--- config.mk ---
export PLATFORM = sky130hd
export DESIGN_NAME = cp0_intc
export DESIGN_NICKNAME = d
export VERILOG_FILES = /design/src/rtl/cp0_intc.sv
export SDC_FILE = /design/constraint.sdc
export NUM_CORES = 1
export LEC_CHECK = 0
export BUFFER_PORTS_ARGS = -buffer_cell sky130_fd_sc_hd__buf_2
export CAP_MARGIN = 10
export CORE_AREA = 2 2 87 89
export DETAILED_ROUTE_END_ITERATION = 8
export DIE_AREA = 0 0 89 91
export GPL_ROUTABILITY_DRIVEN = 0
export PLACE_DENSITY = 0.8
export SLEW_MARGIN = 25
export SYNTH_ARGS = -nofsm -noshare
export SYNTH_HDL_FRONTEND = slang
export SYNTH_SLANG_ARGS = --single-unit
--- constraint.sdc ---
create_clock -name clk -period 2.4 [get_ports clk]
set_input_delay 0.36 -clock clk [delete_from_list [all_inputs] [get_ports clk]]
set_output_delay 0.36 -clock clk [all_outputs]
set_load 0.05 [all_outputs]
--- src/rtl/cp0_intc.sv ---
// rtl/cp0_intc.sv - coprocessor-0 interrupt/exception controller
//
// Collects device IRQs and pipeline exception codes, decides when the CPU
// must trap, and records the trap context in SR, Cause and EPC. Software
// reads these registers through mfc0 and writes them through mtc0.
//
// Ports:
//   clk     - system clock, rising edge
//   reset   - asynchronous active-high reset
//   A1      - mfc0 read register select
//   A2      - mtc0 write register select
//   DIn     - mtc0 write data
//   WE      - mtc0 write enable
//   PC      - PC of the instruction in the commit stage
//   BDIn    - commit-stage instruction sits in a branch delay slot
//   ExcCode - pipeline exception code, 0 = none
//   HWInt   - level-sensitive device IRQs, bit 0 is the timer
//   EXLClr  - eret commit, clears SR.EXL
//   Req     - trap request to the pipeline (combinational)
//   EPCOut  - current EPC, eret target
//   DOut    - mfc0 read data (combinational on A1)

module cp0_intc #(
  parameter logic [31:0] PRID   = 32'h4D49_5053,
  parameter int          HWBITS = 6
) (
  input  logic              clk,
  input  logic              reset,
  input  logic [4:0]        A1,
  input  logic [4:0]        A2,
  input  logic [31:0]       DIn,
  input  logic              WE,
  input  logic [31:0]       PC,
  input  logic              BDIn,
  input  logic [4:0]        ExcCode,
  input  logic [HWBITS-1:0] HWInt,
  input  logic              EXLClr,
  output logic              Req,
  output logic [31:0]       EPCOut,
  output logic [31:0]       DOut
);

  localparam logic [4:0] REG_SR    = 5'd12;
  localparam logic [4:0] REG_CAUSE = 5'd13;
  localparam logic [4:0] REG_EPC   = 5'd14;
  localparam logic [4:0] REG_PRID  = 5'd15;

  // SR fields
  logic [HWBITS-1:0] sr_im;
  logic              sr_exl;
  logic              sr_ie;

  // Cause fields
  logic              cause_bd;
  logic [HWBITS-1:0] cause_ip;
  logic [4:0]        cause_exc;

  // EPC is word aligned, so only the upper 30 bits are stored
  logic [29:0]       epc_hi;

  logic              int_req;
  logic              exc_req;
  logic [31:0]       trap_pc;
  logic [31:0]       sr_word;
  logic [31:0]       cause_word;
  logic [31:0]       epc_word;
  logic [1:0]        unused_pc_bits;

  always_comb begin
    int_req = (|(HWInt & sr_im)) & sr_ie & ~sr_exl;
    exc_req = (ExcCode != 5'd0) & ~sr_exl;
    // Gate with reset so a pending exception code cannot raise Req while
    // the controller is being held in reset.
    Req     = ~reset & (int_req | exc_req);
  end

  // A delay-slot instruction restarts at the branch; wraps modulo 2^32.
  assign trap_pc        = BDIn ? (PC - 32'd4) : PC;
  assign unused_pc_bits = trap_pc[1:0];

  always_ff @(posedge clk or posedge reset) begin
    if (reset) begin
      sr_im     <= '0;
      sr_exl    <= 1'b0;
      sr_ie     <= 1'b0;
      cause_bd  <= 1'b0;
      cause_ip  <= '0;
      cause_exc <= 5'd0;
      epc_hi    <= 30'd0;
    end else begin
      cause_ip <= HWInt;
      if (int_req || exc_req) begin
        // A trap discards any mtc0 or eret in the same cycle.
        sr_exl    <= 1'b1;
        cause_exc <= int_req ? 5'd0 : ExcCode;
        cause_bd  <= BDIn;
        epc_hi    <= trap_pc[31:2];
      end else begin
        if (WE && (A2 == REG_SR)) begin
          sr_im  <= DIn[15:10];
          sr_exl <= DIn[1];
          sr_ie  <= DIn[0];
        end
        if (WE && (A2 == REG_EPC)) begin
          epc_hi <= DIn[31:2];
        end
        // Later assignment wins: eret overrides the EXL bit of an SR write.
        if (EXLClr) begin
          sr_exl <= 1'b0;
        end
      end
    end
  end

  always_comb begin
    sr_word        = 32'd0;
    sr_word[15:10] = sr_im;
    sr_word[1]     = sr_exl;
    sr_word[0]     = sr_ie;

    cause_word        = 32'd0;
    cause_word[31]    = cause_bd;
    cause_word[15:10] = cause_ip;
    cause_word[6:2]   = cause_exc;

    epc_word = {epc_hi, 2'b00};

    case (A1)
      REG_SR:    DOut = sr_word;
      REG_CAUSE: DOut = cause_word;
      REG_EPC:   DOut = epc_word;
      REG_PRID:  DOut = PRID;
      default:   DOut = 32'd0;
    endcase
  end

  assign EPCOut = epc_word;

endmodule

==> key figures <==
Outcome
  • Status: completed

Logic synthesis
  • Post-Synth Simple-Gate Area: 0.243
  • Mapped Area: 0.00326 mm^2
  • Synth Area in Adders: 0.00384
  • Top_reg_cell synth: dfrtp_1
  • Largest family of logic cells by synthesized area: simple AND/OR/NAND/NOR gates
  • XOR/XNOR share of the synthesized area: 0.0780
  • Async S/R FF share, synth: 1.00
  • Post-synth EDFFs: 0
  • Register area share after synthesis: 0.384
  • Compound-cell area share of the yosys netlist: 0.106
  • Yosys reg bits: 50
  • Yosys Warn Count: 0
  • Count of different cell masters after synthesis: 42
  • Post-Syn Instances: 362
  • Post-Synthesis Mean Instance Area: 9.00 um^2
  • Mux share of post-synthesis cell area: 0.144

Cells and area
  • P&R area growth vs syn: 31.6%
  • Final #Nets: 607
  • Fillers: 682
  • Post-route cell area: 0.00429 mm^2
  • Share of cells above drive strength 1: 0.433
  • Seq. cell area: 0.00125 mm^2
  • Diodes inserted: 0
  • Multi-input logic area: 0.00190 mm^2

Power and ir drop
  • VDD IR-drop max: 0.000443 V
  • PwrDens: 1010 mW/mm^2
  • Lkg Pwr: 2.12 nW

Drt
  • Routed WL per cell: 15.4 um
  • Drt drc: 0
  • Antenna viol nets, final: 0
  • Vias/cell: 5.25
  • Routed Wire Length: 9480 um
  • First-pass DRT Iterations: 4
  • Initial DRC Count: 81
  • Total number of vias: 3,235

Clocking
  • CTS tree: yes
  • H-tree levels: 2
  • Number of post-CTS setup repair buffers: 0
  • Clock buffer count from CTS: 5
  • Worst-case clock buffer depth: 2
  • Clock slew at reported path FFs: 100 ps
  • Post_cts resized: 0
  • CTS Hold Buffers Added: 0
  • Root buffer cell: clkbuf_8
  • Worst skew pair latency: 300 ps
  • Num Clock Sinks: 50

Setup path
  • Critical-path maximum fanout: 14
  • CP max stage delay: 540 ps
  • Slowest cell on crit path: or4_4
  • WP data required: 2590 ps
  • Critical path type: in2reg
  • Critical path buffers and inverters: 2
  • Endpoint class of the critical path: register
  • Family with the most delay on the worst path: simple AND/OR/NAND/NOR gates
  • CP arrival: 2370 ps
  • Crit-path cells: buf_2, or4_4, or4_1, buf_4, nor4_1, xnor2_1, o21ai_1
  • CP Launch Type: input port
  • R2r setup slk: 430 ps

Timing
  • Worst Skew: 3.70 ps
  • FMAX: 459 MHz
  • Final setup vio count: 0
  • RSZ-0062 raised after global routing: no
  • Post-layout min period: 2180 ps
  • Final Max Slew Viols: 0
  • Worst-Margin Slew: 793 ps
  • Slew headroom: 0.471
  • Hold Vio Cnt, Final: 0
  • Fin crit share: 0.908
  • Hold_ws: 177 ps

Place
  • PortBufs: 150
  • Hpwl dp: 7420 um
  • Cell Area, Placed: 0.00420 mm^2

Floorplanning
  • Die Ht: 91 um
  • Initial core utilization: 0.457
  • Core Rows: 31
  • Core ar.: 0.00714 mm^2
  • IO Count: 155
  • Die width: 89 um
  • Die area: 0.00810 mm^2

Global routing
  • First-pass GRT wire length: 15,300 um
  • GRT Resource Usage Total: 0.239
  • Antenna violations before repair: 0
  • Vias in the first global route: 3,308
  • Largest net degree at the start of global routing: 51
  • GRT overflow: 0

Run
  • MaxCap Viol Count: 0

Min path
  • Class of the worst hold path: in2reg
==> path summary, 6_finish.rpt <==
kind / startpoint / end / cells after the start
min in group asynchronous: reset / epc_hi[6] / 3
max in group asynchronous: reset / epc_hi[15] / 3
min: HWInt[2] / cause_ip[2] / 1
max: PC[14] / epc_hi[27] / 7
max reg2reg: sr_im[2] / sr_im[4] / 5
min reg2reg: cause_exc[0] / cause_exc[0] / 2
==> synth_stat cells, types with 2 or more instances <==
cell,n,area (um^2)
dfrtp_1,50,1250
nor2_1,48,180
nand2_1,41,154
mux2_2,30,338
xnor2_1,23,201
o21ai_0,18,90.1
a21oi_1,17,85.1
clkbuf_1,16,60.1
mux2i_1,13,130
nor3_1,13,65.1
and2_1,11,68.8
o21ai_1,8,40.0
nor4_1,6,37.5
xor2_1,6,52.6
a22oi_1,5,37.5
inv_1,5,18.8
nand3_1,5,25.0
nor2b_1,5,31.3
buf_4,4,30.0
nor4_4,4,85.1
a22o_1,3,26.3
nand3b_1,3,22.5
o21ai_2,3,26.3
or3_1,3,18.8
a211oi_1,2,15.0
nand2b_1,2,12.5
nor4b_1,2,17.5
or4_1,2,15.0
==> power breakdown <==
| group | internal, W | switching [W] |
|---|---|---|
| clock network | 0.000206 | 0.000301 |
| logic | 0.000732 | 0.00165 |
| registers | 0.00119 | 0.000254 |
| total | 0.00213 | 0.00220 |
==> routing by layer <==
layer	up-vias	GRT usage	wire length [um]
li1	1550	-	-
met1	1553	0.308	4070
met2	117	0.414	4750
met3	15	0.0391	514
met4	0	0.0609	135
met5	-	0	0
==> cells in the final DEF (no fill, tap or decap), types with 2 or more instances in the layout <==
| master | n |
|---|---|
| nor4b_1 | 2 |
| nand3_2 | 2 |
| inv_1 | 4 |
| o21ai_2 | 3 |
| or3_1 | 3 |
| nor3_2 | 2 |
| xnor2_1 | 23 |
| nor2b_1 | 5 |
| nor2_1 | 48 |
| or4_1 | 2 |
| mux2_2 | 30 |
| a211oi_1 | 2 |
| nand2b_1 | 2 |
| nand3b_1 | 3 |
| mux2i_1 | 13 |
| xor2_1 | 6 |
| o21ai_1 | 8 |
| a21oi_1 | 17 |
| nand2_1 | 41 |
| and2_1 | 11 |
| nand3_1 | 4 |
| nor4_1 | 6 |
| clkbuf_8 | 5 |
| nor3_1 | 11 |
| o21ai_0 | 18 |
| a22o_1 | 3 |
| buf_4 | 18 |
| buf_2 | 150 |
| dfrtp_1 | 50 |
| nor4_4 | 4 |
| a22oi_1 | 5 |
| conb_1 | 2 |
==> through the flow <==
stage	total power, W	setup slack, ps	utilization	setup TNS [ps]	std cells
5_1_grt	0.00459	109	0.601	0	616
6_report	0.00433	220	0.601	0	616
4_1_cts	0.00435	216	0.601	0	616
3_5_place_dp	0.00384	-70.7	0.588	-70.7	608
2_1_floorplan	0.00320	87.9	-	0	363
3_3_place_gp	0.00378	56.4	0.588	0	608
==> state kept, by name (all words and copies together), names as in the netlist <==
signal / count
cause_bd: 1
cause_exc: 5
cause_ip: 6
epc_hi: 30
sr_exl: 1
sr_ie: 1
sr_im: 6
==> layout make-up <==
class	count	share of cell area
multi-input combinational	285	0.442
tap	99	0.0289
clock buffer	5	0.0161
sequential	50	0.292
timing repair buffer	169	0.211
clock inverter	3	0.00496
inverter	5	0.00438
==> cell families (layout without fill, tap and decap cells) <==
logic type,count (synthesis),in the layout
AO/OA/AOI/OAI,59,59
other,1,2
multiplexers,43,43
adder cells (fa/ha/maj),1,1
buffers and inverters,28,182
AND/OR/NAND/NOR,151,151
flip-flops,50,50
XOR/XNOR,29,29
Note: power is estimated with default switching activity, not from simulation.
